--- config.mk ---
export PLATFORM = sky130hd
export DESIGN_NAME = rom_sequencer
export DESIGN_NICKNAME = d
export VERILOG_FILES = /design/src/rtl/rom_seq_pkg.sv /design/src/rtl/rom_seq_stack.sv /design/src/rtl/rom_sequencer.sv
export SDC_FILE = /design/constraint.sdc
export NUM_CORES = 1
export LEC_CHECK = 0
export BUFFER_PORTS_ARGS = -buffer_cell sky130_fd_sc_hd__buf_4
export CELL_PAD_IN_SITES_DETAIL_PLACEMENT = 1
export CELL_PAD_IN_SITES_GLOBAL_PLACEMENT = 2
export CORE_AREA = 3 3 139 195
export CTS_CLUSTER_DIAMETER = 120
export CTS_CLUSTER_SIZE = 25
export DETAILED_ROUTE_END_ITERATION = 10
export DIE_AREA = 0 0 142 198
export GPL_ROUTABILITY_DRIVEN = 0
export PLACE_DENSITY_LB_ADDON = 0.1
export SYNTH_ARGS = -nofsm -noshare
export SYNTH_HDL_FRONTEND = slang
export SYNTH_SLANG_ARGS = --single-unit
--- constraint.sdc ---
create_clock -name clk -period 2.9 [get_ports clk]
set_clock_uncertainty 0.05 [all_clocks]
set_input_delay 0.58 -clock clk [delete_from_list [all_inputs] [get_ports clk]]
set_output_delay 0.58 -clock clk [all_outputs]
set_load 0.02 [all_outputs]
--- src/rtl/rom_seq_pkg.sv ---
// Shared definitions for the ROM-driven byte sequencer: FSM states,
// opcode values/masks, error codes and the opcode classifier.
package rom_seq_pkg;

    typedef enum logic [2:0] {
        S_IDLE,
        S_FETCH,
        S_DECODE,
        S_IMM1,
        S_IMM2,
        S_SEND,
        S_LOAD
    } state_t;

    // Opcode base values
    localparam logic [7:0] OP_HALT = 8'h00;
    localparam logic [7:0] OP_JUMP = 8'h01;
    localparam logic [7:0] OP_CALL = 8'h02;
    localparam logic [7:0] OP_RET  = 8'h03;
    localparam logic [7:0] OP_MOV  = 8'h04;
    localparam logic [7:0] OP_SEND = 8'h08;
    localparam logic [7:0] OP_DEC  = 8'h0C;
    localparam logic [7:0] OP_JNZ  = 8'h10;
    localparam logic [7:0] OP_INC  = 8'h18;
    localparam logic [7:0] OP_ADD  = 8'h80;
    localparam logic [7:0] OP_LD   = 8'hC0;

    // Opcode masks: exact match, one 2-bit register field, two register fields
    localparam logic [7:0] MASK_EXACT = 8'hFF;
    localparam logic [7:0] MASK_REG   = 8'hFC;
    localparam logic [7:0] MASK_PAIR  = 8'hF0;

    // Sticky error codes
    localparam logic [1:0] ERR_NONE      = 2'd0;
    localparam logic [1:0] ERR_ILLEGAL   = 2'd1;
    localparam logic [1:0] ERR_OVERFLOW  = 2'd2;
    localparam logic [1:0] ERR_UNDERFLOW = 2'd3;

    typedef enum logic [3:0] {
        C_HALT,
        C_JUMP,
        C_CALL,
        C_RET,
        C_MOV,
        C_SEND,
        C_DEC,
        C_JNZ,
        C_INC,
        C_ADD,
        C_LD,
        C_ILLEGAL
    } op_class_t;

    function automatic op_class_t decode_op(input logic [7:0] op);
        if ((op & MASK_EXACT) == OP_HALT) return C_HALT;
        if ((op & MASK_EXACT) == OP_JUMP) return C_JUMP;
        if ((op & MASK_EXACT) == OP_CALL) return C_CALL;
        if ((op & MASK_EXACT) == OP_RET)  return C_RET;
        if ((op & MASK_REG)   == OP_MOV)  return C_MOV;
        if ((op & MASK_REG)   == OP_SEND) return C_SEND;
        if ((op & MASK_REG)   == OP_DEC)  return C_DEC;
        if ((op & MASK_REG)   == OP_JNZ)  return C_JNZ;
        if ((op & MASK_REG)   == OP_INC)  return C_INC;
        if ((op & MASK_PAIR)  == OP_ADD)  return C_ADD;
        if ((op & MASK_PAIR)  == OP_LD)   return C_LD;
        return C_ILLEGAL;
    endfunction

endpackage

--- src/rtl/rom_seq_stack.sv ---
// Return-address LIFO for CALL/RET. The top entry is presented
// combinationally; push and pop are ignored when full / empty.
module rom_seq_stack
    import rom_seq_pkg::*;
#(
    parameter int unsigned ADDR_W = 9,
    parameter int unsigned DEPTH  = 4
) (
    input  logic              clk,
    input  logic              resetq,
    input  logic              clear,
    input  logic              push,
    input  logic              pop,
    input  logic [ADDR_W-1:0] push_data,
    output logic [ADDR_W-1:0] top,
    output logic              full,
    output logic              empty
);

    localparam int unsigned SP_W = $clog2(DEPTH + 1);

    logic [SP_W-1:0]   sp;
    logic [ADDR_W-1:0] mem [DEPTH];

    assign full  = (sp == SP_W'(DEPTH));
    assign empty = (sp == '0);

    // Select the most recently pushed entry
    always_comb begin
        top = '0;
        for (int unsigned i = 0; i < DEPTH; i++) begin
            if (sp == SP_W'(i + 1)) top = mem[i];
        end
    end

    // Stack pointer and storage update
    always_ff @(posedge clk or negedge resetq) begin
        if (!resetq) begin
            sp <= '0;
            for (int unsigned i = 0; i < DEPTH; i++) mem[i] <= '0;
        end else if (clear) begin
            sp <= '0;
        end else if (push && !full) begin
            for (int unsigned i = 0; i < DEPTH; i++) begin
                if (sp == SP_W'(i)) mem[i] <= push_data;
            end
            sp <= sp + SP_W'(1);
        end else if (pop && !empty) begin
            sp <= sp - SP_W'(1);
        end
    end

endmodule

--- src/rtl/rom_sequencer.sv ---
// Tiny ROM-program interpreter that emits bytes toward a UART sink.
// Every ROM byte takes a FETCH cycle (address out) followed by one
// consuming cycle (DECODE, IMM1, IMM2 or LOAD) that sees the data.
module rom_sequencer
    import rom_seq_pkg::*;
#(
    parameter int unsigned       ADDR_W      = 9,
    parameter int unsigned       STACK_DEPTH = 4,
    parameter logic [ADDR_W-1:0] START_ADDR  = '0
) (
    input  logic              clk,
    input  logic              resetq,
    input  logic              start,
    output logic [ADDR_W-1:0] rom_addr,
    input  logic [7:0]        rom_data,
    output logic [7:0]        out_data,
    output logic              out_valid,
    input  logic              out_ready,
    output logic              busy,
    output logic              done,
    output logic [1:0]        err
);

    state_t            state;
    state_t            consume;   // state entered after the next FETCH
    logic [ADDR_W-1:0] pc;
    logic [ADDR_W-1:0] resume_pc; // pc to return to after a LD data fetch
    logic [7:0]        opcode;
    logic [7:0]        imm_lo;
    logic [7:0]        regs [4];

    logic [ADDR_W-1:0] pc_inc;
    logic [ADDR_W-1:0] target;
    logic [ADDR_W-1:0] ld_addr;
    op_class_t         dec_class;
    op_class_t         imm_class;

    logic              stk_push;
    logic              stk_pop;
    logic              stk_clear;
    logic [ADDR_W-1:0] stk_top;
    logic              stk_full;
    logic              stk_empty;

    assign rom_addr = pc;
    assign busy     = (state != S_IDLE);
    assign pc_inc   = pc + ADDR_W'(1);
    assign target   = ADDR_W'({rom_data, imm_lo});
    assign ld_addr  = ADDR_W'({regs[rom_data[1:0] | 2'b01], regs[rom_data[1:0] & 2'b10]});

    // Classify the byte being decoded and the opcode awaiting its operands
    always_comb begin
        dec_class = decode_op(rom_data);
        imm_class = decode_op(opcode);
    end

    // Stack requests: push after the CALL high byte, pop on RET decode
    always_comb begin
        stk_clear = (state == S_IDLE) && start;
        stk_push  = (state == S_IMM2) && (imm_class == C_CALL) && !stk_full;
        stk_pop   = (state == S_DECODE) && (dec_class == C_RET) && !stk_empty;
    end

    rom_seq_stack #(
        .ADDR_W (ADDR_W),
        .DEPTH  (STACK_DEPTH)
    ) u_stack (
        .clk       (clk),
        .resetq    (resetq),
        .clear     (stk_clear),
        .push      (stk_push),
        .pop       (stk_pop),
        .push_data (pc_inc),
        .top       (stk_top),
        .full      (stk_full),
        .empty     (stk_empty)
    );

    // Main sequencer: fetch/consume alternation, execution and output handshake
    always_ff @(posedge clk or negedge resetq) begin
        if (!resetq) begin
            state     <= S_IDLE;
            consume   <= S_DECODE;
            pc        <= START_ADDR;
            resume_pc <= START_ADDR;
            opcode    <= '0;
            imm_lo    <= '0;
            for (int unsigned i = 0; i < 4; i++) regs[i] <= '0;
            out_data  <= '0;
            out_valid <= 1'b0;
            done      <= 1'b0;
            err       <= ERR_NONE;
        end else begin
            done <= 1'b0;
            unique case (state)
                S_IDLE: begin
                    if (start) begin
                        pc      <= START_ADDR;
                        err     <= ERR_NONE;
                        consume <= S_DECODE;
                        state   <= S_FETCH;
                    end
                end
                S_FETCH: state <= consume;
                S_DECODE: begin
                    opcode  <= rom_data;
                    pc      <= pc_inc;
                    state   <= S_FETCH;
                    consume <= S_DECODE;
                    case (dec_class)
                        C_HALT: begin
                            done  <= 1'b1;
                            state <= S_IDLE;
                        end
                        C_JUMP, C_CALL, C_JNZ, C_MOV: consume <= S_IMM1;
                        C_RET: begin
                            if (stk_empty) begin
                                err   <= ERR_UNDERFLOW;
                                state <= S_IDLE;
                            end else begin
                                pc <= stk_top;
                            end
                        end
                        C_SEND: begin
                            out_data  <= regs[rom_data[1:0]];
                            out_valid <= 1'b1;
                            state     <= S_SEND;
                        end
                        C_DEC: regs[rom_data[1:0]] <= regs[rom_data[1:0]] - 8'd1;
                        C_INC: regs[rom_data[1:0]] <= regs[rom_data[1:0]] + 8'd1;
                        C_ADD: regs[rom_data[3:2]] <= regs[rom_data[3:2]] + regs[rom_data[1:0]];
                        C_LD: begin
                            // Borrow pc for the data fetch; the real pc is parked
                            resume_pc <= pc_inc;
                            pc        <= ld_addr;
                            consume   <= S_LOAD;
                        end
                        default: begin
                            err   <= ERR_ILLEGAL;
                            state <= S_IDLE;
                        end
                    endcase
                end
                S_IMM1: begin
                    pc    <= pc_inc;
                    state <= S_FETCH;
                    if (imm_class == C_MOV) begin
                        regs[opcode[1:0]] <= rom_data;
                        consume           <= S_DECODE;
                    end else begin
                        imm_lo  <= rom_data;
                        consume <= S_IMM2;
                    end
                end
                S_IMM2: begin
                    state   <= S_FETCH;
                    consume <= S_DECODE;
                    case (imm_class)
                        C_JUMP: pc <= target;
                        C_CALL: begin
                            if (stk_full) begin
                                err   <= ERR_OVERFLOW;
                                state <= S_IDLE;
                            end else begin
                                pc <= target;
                            end
                        end
                        C_JNZ:   pc <= (regs[opcode[1:0]] != 8'd0) ? target : pc_inc;
                        default: pc <= pc_inc;
                    endcase
                end
                S_SEND: begin
                    if (out_ready) begin
                        out_valid <= 1'b0;
                        consume   <= S_DECODE;
                        state     <= S_FETCH;
                    end
                end
                S_LOAD: begin
                    regs[opcode[3:2]] <= rom_data;
                    pc                <= resume_pc;
                    consume           <= S_DECODE;
                    state             <= S_FETCH;
                end
                default: state <= S_IDLE;
            endcase
        end
    end

endmodule
# Yosys cells after proc, flatten, opt, wreduce, memory -nomap -nowiden
# Index checks and enable logic that the tools add are counted.
# Widths: inputs -> output; s select.
[classes]
add_sub_neg = 6
magnitude_cmp = 10
n_eq_ne = 54
muxes = 274
bitwise_logic = 8
n_reduce_logical = 44
[op_table]
columns = ["op", "count"]
rows = [
  ["$mux 4", 74],
  ["$pmux 32 s3", 2],
  ["$bwmux 32", 5],
  ["$mux 1", 141],
  ["$mux 8", 12],
  ["$bmux 8 s2", 5],
  ["$mux 9", 8],
  ["$demux 8 s2", 4],
  ["$pmux 9 s5", 1],
  ["$eq 8x2->1 const B", 4],
  ["$mux 32", 1],
  ["$eq 4x4->1 const B", 7],
  ["$pmux 9 s3", 1],
  ["$eq 4x3->1 const B", 6],
  ["$eq 6x2->1 const B", 4],
  ["$eq 6x3->1 const B", 4],
  ["$mux 3", 8],
  ["$reduce_and 3->1", 8],
  ["$ge 3x3->1 const B", 6],
  ["$not 2->3", 6],
  ["$pmux 3 s6", 1],
  ["$pmux 9 s2", 1],
  ["$eq 8x1->1 const B", 2],
  ["$logic_not 8->1", 2],
  ["other kinds (40)", 83],
]
[word_totals]
register_bits = 123
input_bits = 12
output_inout_bits = 22
elab_cells = 415

# Logic depth before layout (Yosys ltp)
# Gate-level depths: netlist of the first run.
[logic_depth]
ltp_word = 75
depth_mapped = 12
ltp_nobuf = 9

# By module
# From an unflattened synthesis of the first run, not the netlist that was laid out.
[unflattened]
cells_unflattened = 979
hier_area_um2 = 8942.3
[modules_own_cells]
columns = ["mod", "instances", "cells_per_inst", "area_each_um2"]
rows = [
  ["rom_sequencer", 1, 820, 6896.6],
  ["rom_seq_stack", 1, 159, 2045.7],
]

# Worst setup path before layout of the first run
# Ideal clock, no wire load.
[synth_timing]
path_type = "input to register"
startpoint = "input rom_data[2]"
endpoint = "register with a tool-made name"
arrival_ns = 3.654
t_required_ns = 2.721
path_slack_ns = -0.933
path_stages = 11
path_buffers = 3
path_cell_list = "buf_2 > buf_1 > clkbuf_1 > mux4_2 > ha_1 > a21o_1 > a21oi_1 > a32oi_1 > xnor2_1 > a221oi_1 > a21oi_1"
[synth_lines]
columns = ["item", "line_no", "text"]
rows = [
  ["start, declared", "rom_sequencer.sv:15", "input logic [7:0] rom_data,"],
]

==> results of run 1 <==
## layer usage
layer | track usage, % | up-vias | share of wire, %
met3 | 3.745 | 165 | 5.0
li1 | - | 4325 | -
met5 | 0 | - | 0
met2 | 54.98 | 410 | 51
met4 | 21.66 | 0 | 8.0
met1 | 33.22 | 4828 | 36
## per-stage QoR
step	power [mW]	setup WS, ps	instance area, sq um	cells
after floorplan	5.499	-157.0	9300	1063
after global routing	10.51	-67.03	11560	1557
final	9.978	46.77	11560	1557
after global placement	7.765	-247.9	11010	1524
after detailed placement	7.876	-294.7	11010	1524
after CTS	9.959	84.78	11550	1557
## layout make-up
class,count,area (sq um),area share [%]
well taps,319,399.1,3.454
inverters,16,60.06,0.5197
multi-input cells,848,5768,49.91
clock buffers,20,436.7,3.778
repair buffers,219,1713,14.82
flip-flops and latches,123,3080,26.65
clock inverters,12,100.1,0.8661
## power groups by stage
stage | combinational [mW] | sequential, mW | clock, mW
6_report | 5.26 | 2.68 | 2.04
5_1_grt | 5.65 | 2.71 | 2.15
4_1_cts | 5.22 | 2.65 | 2.08
3_5_place_dp | 5.20 | 2.68 | 0
3_3_place_gp | 5.11 | 2.66 | 0
2_1_floorplan | 2.98 | 2.52 | 0
## placed cells by master (no fill, tap or decap), types with 7 or more instances in the layout
| master | instances |
|---|---|
| a211o_1 | 10 |
| a21o_1 | 7 |
| a21oi_1 | 49 |
| a221o_1 | 7 |
| a221oi_1 | 11 |
| a222oi_1 | 8 |
| a22o_1 | 10 |
| a22oi_1 | 20 |
| a31oi_1 | 11 |
| a32oi_1 | 7 |
| and2_1 | 7 |
| and3_1 | 8 |
| buf_4 | 212 |
| clkbuf_16 | 17 |
| dfrtp_1 | 121 |
| ha_1 | 12 |
| inv_1 | 15 |
| mux2_2 | 23 |
| mux2i_1 | 17 |
| mux4_2 | 17 |
| nand2_1 | 164 |
| nand2b_1 | 15 |
| nand3_1 | 27 |
| nand3b_1 | 10 |
| nand4_1 | 19 |
| nor2_1 | 63 |
| nor2b_1 | 11 |
| nor3_1 | 20 |
| nor4_1 | 11 |
| o211ai_1 | 16 |
| o21ai_0 | 110 |
| o22ai_1 | 8 |
| xnor2_1 | 14 |
| xor2_1 | 20 |
## path summary, 6_finish.rpt
kind                       slack [ps]              end  cells past startpoint      startpoint
min in group asynchronous         530  u_stack.mem[31]                      2          resetq
max reg2reg                        50        flip-flop                      9         regs[0]
min                               310    u_stack.sp[0]                      2           start
max in group asynchronous        1510       consume[1]                      3          resetq
max                                50        flip-flop                      9         regs[0]
min reg2reg                       420   u_stack.mem[2]                      2  u_stack.mem[2]
## kinds of logic (layout without fill, tap and decap cells)
group | after synthesis | after routing
buf+inv | 92 | 267
fa+ha+maj | 17 | 17
mux | 57 | 57
compound gates | 348 | 348
xor+xnor | 34 | 34
flops | 123 | 123
simple gates | 392 | 392
## worst max-delay path, cell delays in order, from the launching register on
cell and delay, ps:
dfrtp_1 430, mux4_2 540, ha_4 190, fa_2 380, a21o_1 190, a211oi_2 280, nor2_2 80, a222oi_1 310
a21boi_2 210, o21ai_1 70
## repair_timing
item                       CTS  global route
hold endpoints to repair    22             0
setup buffers                0             0
hold buffers                 1             0
resized for setup            0             2
setup endpoints to repair    0             5
==> impl_metrics.py, run 1 <==
metrics = {
    "status": {
        "status": "complete, no violations",
    },
    "logic_synthesis": {
        "synth_ff_type": "dfrtp_1",
        "syn-cell-area_sq_um": 9153,
        "synth_top_area_share_pct": 33.36,
        "synth_top_family_by_area": "compound AO/OA/AOI/OAI gates",
        "ys_top_cells_by_area": "dfrtp_1 (33%), nand2_1 (6.7%), o21ai_0 (6.2%), mux4_2 (4.2%), mux2_2 (2.8%)",
        "synthCells": 1063,
        "yosysMostFrequentCell": "nand2_1",
        "async_flop_share_pct": 100.0,
        "synth_fa_ha_area_share_pct": 2.406,
        "postSynthAreaPerCell_sq_um": 8.610,
        "syn-num-nets": 1092,
        "synth_xor_area_share_pct": 3.254,
        "synth_compound_area_share_pct": 25.96,
        "yosys-mux-area-fraction_pct": 8.872,
        "synth-edff-count": 0,
        "synth_top_area_cell": "dfrtp_1",
        "yosysSeqAreaShare_pct": 33.64,
        "yosys-top-cells-count": "nand2_1 (164), dfrtp_1 (122), o21ai_0 (113), nor2_1 (64), a21oi_1 (51)",
        "yosys.area_share.simple_pct": 21.39,
        "ys_ff_latch": 123,
        "yosysWarnings": 0,
        "synth_cell_types": 86,
    },
    "global_route": {
        "grt_pass1_wl_mm": 64.91,
        "antenna_found_initial": 0,
        "grt_pass1_vias": 10367,
        "grt.overflow.total": 0,
        "grt_max_degree": 45,
        "grt_usage_pct": 30.74,
    },
    "cts": {
        "cts_buffers": 17,
        "cts_max_level": 4,
        "cts_tree": "done",
        "clk_path_buf_depth": 2,
        "clk_latency_ps": 440,
        "cts_root_buf": "clkbuf_16",
        "path_clk_slew_ps": 70,
        "clock_sinks": 123,
    },
    "placed_design": {
        "post-dp-hpwl_mm": 33.32,
        "portBuffers": 33,
    },
    "final_layout": {
        "final_util_pct": 45.38,
        "num_antenna_cells": 0,
        "area_growth_pct": 26.27,
        "drive_above_1_share_pct": 26.66,
        "fin_nets": 1254,
        "nFillCells": 3001,
    },
    "floorplanning": {
        "dieArea_sq_um": 28120,
        "rows": 69,
        "start_util_pct": 35.94,
        "die-width_um": 142,
        "fp.coreArea_sq_um": 25470,
        "die_y_um": 198,
        "ios": 34,
    },
    "pwr": {
        "p_seq_share_pct": 26.8,
        "p_leak_nw": 4.908,
        "pwr-share-clk_pct": 20.5,
        "combPwrFrac_pct": 52.7,
        "ir_worst_vdd_mv": 0.4867,
        "swShare_pct": 44.56,
        "intPower_mw": 5.531,
        "switchingPower_mw": 4.446,
        "powerDensity_nw_per_um2": 863.3,
    },
    "sta": {
        "period_minus_slack_ps": 2853,
        "hold_violations": 0,
        "tns_ps": 0,
        "relSlewSlack_pct": 48.68,
        "timing.hold.ws_ps": 308.7,
        "timing.fmax_ghz": 0.3505,
        "final-setup-viol-count": 0,
        "slew_violations": 0,
        "min_period_over_period_pct": 98.39,
        "rsz0062_at_grt": "true",
        "worstMarginPinSlew_ps": 761.7,
    },
    "critical_path": {
        "critical_path_class": "reg -> reg",
        "worstPathArrival_ps": 3110,
        "required_ps": 3150,
        "path_max_fanout": 3,
        "worst_setup_path_start_kind": "flip-flop",
        "worstSetupEndpointType": "flip-flop",
    },
    "route": {
        "wirelength_mm": 42.82,
        "avgRoutedWirePerCell_um": 27.50,
        "vias_per_cell": 6.248,
        "ant_nets": 0,
        "drtIter0Drc": 771,
        "num_vias": 9728,
        "drc_errors": 0,
        "firstDrtPassIters": 5,
    },
    "min_path": {
        "hold_class": "in -> reg",
    },
    "flow_run": {
        "cap_violations": 0,
    },
}
(Power assumes the default switching activity.)
==> inputs of run 2 (changes only) <==
--- a/config.mk
+++ b/config.mk
@@ -5,14 +5,14 @@
 export SDC_FILE = /design/constraint.sdc
 export NUM_CORES = 1
 export LEC_CHECK = 0
-export BUFFER_PORTS_ARGS = -buffer_cell sky130_fd_sc_hd__buf_4
 export CELL_PAD_IN_SITES_DETAIL_PLACEMENT = 1
 export CELL_PAD_IN_SITES_GLOBAL_PLACEMENT = 2
-export CORE_AREA = 3 3 139 195
+export CORE_AREA = 3 3 137 193
 export CTS_CLUSTER_DIAMETER = 120
 export CTS_CLUSTER_SIZE = 25
 export DETAILED_ROUTE_END_ITERATION = 10
-export DIE_AREA = 0 0 142 198
+export DIE_AREA = 0 0 140 196
+export DONT_BUFFER_PORTS = 1
 export GPL_ROUTABILITY_DRIVEN = 0
 export PLACE_DENSITY_LB_ADDON = 0.1
 export SYNTH_ARGS = -nofsm -noshare
==> impl_metrics.py, run 2 (synthesis results as in run 1) <==
metrics = {
    "cts": {
        "cts_buffers": 17,
        "clk_latency_ps": 440,
        "cts_root_buf": "clkbuf_16",
        "clk_path_buf_depth": 2,
        "clock_sinks": 123,
        "path_clk_slew_ps": 70,
        "cts_max_level": 4,
        "cts_tree": "done",
    },
    "pwr": {
        "p_leak_nw": 4.504,
        "powerDensity_nw_per_um2": 924.6,
        "switchingPower_mw": 4.288,
        "pwr-share-clk_pct": 24.9,
        "intPower_mw": 5.854,
        "combPwrFrac_pct": 48.6,
        "p_seq_share_pct": 26.5,
        "ir_worst_vdd_mv": 0.4928,
        "swShare_pct": 42.28,
    },
    "floorplanning": {
        "ios": 34,
        "dieArea_sq_um": 27440,
        "die-width_um": 140,
        "fp.coreArea_sq_um": 24670,
        "start_util_pct": 37.09,
        "die_y_um": 196,
        "rows": 68,
    },
    "critical_path": {
        "worstPathArrival_ps": 3130,
        "rr_worst_depth": 9,
        "critical_path.top_delay_family": "compound AO/OA/AOI/OAI gates",
        "critical_path_class": "reg -> reg",
        "worstSetupEndpointType": "flip-flop",
        "required_ps": 3160,
        "worst_setup_path_start_kind": "flip-flop",
        "critPathSlowestCell": "mux4_2",
        "cp_num_buf_inv": 0,
        "worstReg2RegStart": "regs[0]",
        "r2r_slack_ps": 40,
        "cpPeakStageDelay_ps": 550,
        "path_max_fanout": 4,
        "path_cells": "mux4_2, ha_4, fa_2, a21o_1, a211oi_2, nor2_2, a222oi_1, a21boi_2, o21ai_1",
    },
    "global_route": {
        "grt.overflow.total": 0,
        "grt_max_degree": 124,
        "grt_usage_pct": 29.79,
        "antenna_found_initial": 0,
        "grt_pass1_vias": 9752,
        "grt_pass1_wl_mm": 61.66,
    },
    "final_layout": {
        "ff_latch_area_sq_um": 3082,
        "final_common_cell": "nand2_1",
        "final_area_sq_um": 10970,
        "multiInputGateArea_sq_um": 5797,
        "fin_nets": 1161,
        "final_cells": 1460,
        "drive_above_1_share_pct": 21.57,
        "area_growth_pct": 19.85,
        "layout_common_cells": "nand2_1 (164), buf_4 (125), dfrtp_1 (120)",
        "num_antenna_cells": 0,
        "nFillCells": 2896,
    },
    "placed_design": {
        "place_inst": 1425,
        "post-dp-hpwl_mm": 30.79,
        "dpl_cell_area_sq_um": 10230,
        "portBuffers": 0,
    },
    "route": {
        "avgRoutedWirePerCell_um": 28.00,
        "drc_errors": 0,
        "num_vias": 9221,
        "ant_nets": 0,
        "vias_per_cell": 6.316,
        "firstDrtPassIters": 7,
        "wirelength_mm": 40.88,
        "drtIter0Drc": 721,
    },
    "flow_run": {
        "cap_violations": 0,
    },
    "sta": {
        "hold_violations": 122,
        "period_minus_slack_ps": 2862,
        "worstMarginPinSlew_ps": 799.1,
        "final-setup-viol-count": 0,
        "timing.hold.ws_ps": -213.7,
        "slew_violations": 0,
        "relSlewSlack_pct": 46.24,
        "min_period_over_period_pct": 98.68,
        "timing.fmax_ghz": 0.3494,
        "rsz0062_at_grt": "true",
    },
    "status": {
        "status": "finished, violations left",
        "violations": "hold timing",
    },
    "min_path": {
        "hold_class": "in -> async",
    },
}
[run 2: cell count changes in the layout (fill, tap and decap cells not counted), moves of 3 or more]
| cell | delta |
|---|---|
| clkinv_2 | -4 |
| bufinv_16 | +4 |
| buf_4 | -87 |
| clkbuf_8 | +5 |
| clkbuf_1 | -3 |
| buf_12 | -4 |
[run 2: layout make-up]
class | count | share of cell area [%]
Clock buffer | 22 | 4.506
Clock inverter | 10 | 1.677
Inverter | 16 | 0.5475
Multi-Input combinational cell | 848 | 52.85
Sequential cell | 123 | 28.09
Tap cell | 315 | 3.593
Timing Repair Buffer | 126 | 8.737
[run 2: layer usage]
layer / wire length (um) / part of all wire, % / global-route usage (%)
met1: 14920 / 36 / 32.49
met2: 21090 / 52 / 52.49
met3: 1678 / 4.1 / 4.657
met4: 3200 / 7.8 / 20.68
met5: 0 / 0 / 0
[run 2: power groups by stage]
stage               Combinational [mW]  Sequential [mW]  Clock [mW]
floorplan                         2.98             2.52           0
global placement                  4.75             2.68           0
detailed placement                4.81             2.70           0
CTS                               4.84             2.67        2.55
global route                      5.30             2.73        2.64
finish                            4.93             2.69        2.52
[run 2: worst max-delay path by stage]
stage	to	startpoint	slack [ps]	cells after the start
final	flip-flop	regs[0]	40	9
after global routing	flip-flop	regs[0]	-120	9
after floorplan	flip-flop	rom_data[2]	-160	11
after CTS	flip-flop	regs[0]	1	9
after global placement	flip-flop	rom_data[0]	-90	9
after detailed placement	flip-flop	rom_data[0]	-170	9
[run 2: repair_timing]
item                                   in CTS  in global routing
setup endpoints to repair                   0                 12
buffers inserted                            0                  3
resized for setup                           0                  9
endpoints found under the hold margin     123                123
[run 2: stage by stage]
stage                     power [mW]  util, %  hold WS, ps  setup slack, ps  TNS, ps
final                          10.14    44.46       -213.7            38.19        0
after global routing           10.67    44.46       -240.0           -116.4   -510.2
after CTS                      10.05    44.23       -230.2            1.316        0
after detailed placement       7.504    41.48        240.4           -166.0   -868.7
after global placement         7.433    41.48        239.6           -89.19   -279.4
after floorplan                5.499        -        234.4           -157.0    -1113
==> inputs of run 3 (changes only) <==
--- a/config.mk
+++ b/config.mk
@@ -7,11 +7,11 @@
 export LEC_CHECK = 0
 export CELL_PAD_IN_SITES_DETAIL_PLACEMENT = 1
 export CELL_PAD_IN_SITES_GLOBAL_PLACEMENT = 2
-export CORE_AREA = 3 3 137 193
+export CORE_AREA = 3 3 131 183
 export CTS_CLUSTER_DIAMETER = 120
 export CTS_CLUSTER_SIZE = 25
 export DETAILED_ROUTE_END_ITERATION = 10
-export DIE_AREA = 0 0 140 196
+export DIE_AREA = 0 0 134 186
 export DONT_BUFFER_PORTS = 1
 export GPL_ROUTABILITY_DRIVEN = 0
 export PLACE_DENSITY_LB_ADDON = 0.1
==> constraint.sdc (replaced) <==
create_clock -name clk -period 2.7 [get_ports clk]
set_clock_uncertainty 0.05 [all_clocks]
set_input_delay 0.54 -clock clk [delete_from_list [all_inputs] [get_ports clk]]
set_output_delay 0.54 -clock clk [all_outputs]
set_load 0.02 [all_outputs]
==> impl_metrics.py, run 3 (synthesis results as in run 1) <==
metrics = {
    "critical_path": {
        "path_max_fanout": 4,
        "worstPathArrival_ps": 3060,
        "critical_path_class": "reg -> reg",
        "cpPeakStageDelay_ps": 530,
        "critPathSlowestCell": "mux4_2",
        "required_ps": 2970,
        "worstSetupEndpointType": "flip-flop",
        "worst_setup_path_start_kind": "flip-flop",
        "path_cells": "mux4_2, ha_4, fa_2, a211oi_4, or4_1, and3_4, a2bb2oi_2, nor2_1, a311o_1",
        "r2r_slack_ps": -90,
    },
    "global_route": {
        "grt_usage_pct": 32.51,
        "met1_usage_pct": 35.13,
        "grt_pass1_vias": 9779,
        "busiest_layer": "met2",
        "grt_pass1_wl_mm": 60.95,
        "grt.overflow.total": 0,
        "use_met2_pct": 57.19,
        "grt_max_degree": 124,
        "antenna_found_initial": 0,
        "grt_use_met3_pct": 5.084,
    },
    "route": {
        "avgRoutedWirePerCell_um": 27.45,
        "firstDrtPassIters": 5,
        "num_vias": 9457,
        "drtIter0Drc": 774,
        "drc_errors": 0,
        "wirelength_mm": 40.22,
        "vias_per_cell": 6.455,
        "ant_nets": 0,
    },
    "cts": {
        "cts_buffers": 17,
        "cts_max_level": 4,
        "clk_path_buf_depth": 2,
        "clk_latency_ps": 440,
        "cts_root_buf": "clkbuf_16",
        "path_clk_slew_ps": 70,
        "cts_tree": "done",
        "clock_sinks": 123,
    },
    "flow_run": {
        "cap_violations": 0,
    },
    "floorplanning": {
        "fp.coreArea_sq_um": 22530,
        "die-width_um": 134,
        "die_y_um": 186,
        "rows": 65,
        "dieArea_sq_um": 24920,
        "start_util_pct": 40.63,
        "ios": 34,
    },
    "final_layout": {
        "layout_common_cells": "nand2_1 (164), buf_4 (134), dfrtp_1 (122)",
        "fin_nets": 1180,
        "num_antenna_cells": 0,
        "final_common_cell": "nand2_1",
        "final_area_sq_um": 11270,
        "drive_above_1_share_pct": 24.05,
        "area_growth_pct": 23.14,
        "nFillCells": 2658,
    },
    "sta": {
        "worstMarginPinSlew_ps": 826.0,
        "hold_violations": 123,
        "slew_violations": 0,
        "worst_slack_ps": -94.19,
        "timing.fmax_ghz": 0.3579,
        "period_minus_slack_ps": 2794,
        "timing.hold.ws_ps": -248.4,
        "min_period_over_period_pct": 103.5,
        "tns_ps": -678.1,
        "final-setup-viol-count": 14,
        "relSlewSlack_pct": 44.93,
        "rsz0062_at_grt": "true",
    },
    "pwr": {
        "p_leak_nw": 4.628,
        "ir_worst_vdd_mv": 0.6172,
        "powerDensity_nw_per_um2": 985.0,
        "p_total_mw": 11.10,
    },
    "min_path": {
        "hold_class": "in -> async",
    },
    "placed_design": {
        "post-dp-hpwl_mm": 29.75,
        "dpl_cell_area_sq_um": 10380,
        "portBuffers": 0,
    },
    "status": {
        "violations": "hold timing, setup timing",
        "status": "finished, violations left",
    },
}
==> run 3: final timing paths <==
kind / endpoint / cells after the start / startpoint
worst min register to register: u_stack.mem[20] / 2 / u_stack.mem[20]
worst min-delay path: u_stack.mem[22] / 0 / resetq
min in group clk: u_stack.sp[0] / 1 / start
worst max-delay path: flip-flop / 9 / regs[0]
worst max register to register: flip-flop / 9 / regs[0]
max in group asynchronous: consume[1] / 0 / resetq
==> run 3: power by group <==
part	switching, mW	total [mW]	internal [mW]
Combinational	3.18	5.69	2.51
Clock	0.971	2.57	1.60
Sequential	0.587	2.84	2.26
Total	4.74	11.1	6.37
==> run 3: area by class of cell <==
class | count | area, sq um | share of cell area (%)
clock buffers | 19 | 452.9 | 4.019
clock inverters | 13 | 190.2 | 1.687
inverters | 16 | 60.06 | 0.5329
multi-input cells | 848 | 5929 | 52.61
flip-flops and latches | 123 | 3079 | 27.32
well taps | 301 | 376.6 | 3.341
repair buffers | 145 | 1182 | 10.49
==> run 3: routing by layer <==
layer	part of all wire, %	up-vias
met3	4.9	160
met5	0	-
met1	36	4747
li1	-	4186
met2	51	364
met4	8.3	0
==> run 3: what timing repair did <==
item / 4_1_cts / 5_1_grt
setup endpoints to repair: 13 / 31
pin swaps: 5 / 29
resized for setup: 9 / 33
hold endpoints to repair: 123 / 123
buffers inserted: 4 / 5
==> run 3: through the flow <==
stage                     cells  hold WS (ps)  worst slack [ps]  utilization [%]
after global placement     1426         197.8            -270.0            46.08
after floorplan            1063         194.4            -317.0                -
after global routing       1465        -264.6            -209.6            50.03
final                      1465        -248.4            -94.19            50.03
after detailed placement   1426         198.3            -307.0            46.08
after CTS                  1462        -263.5            -93.86            49.30
==> run 3: worst max-delay path, delay by kind of cell, from the launching register on <==
kind | cells | cell delay, ps
muxes | 1 | 530
and+or+nand+nor | 3 | 410
DFF | 1 | 410
AOI/OAI and AO/OA | 3 | 680
adders and majority gates | 2 | 580
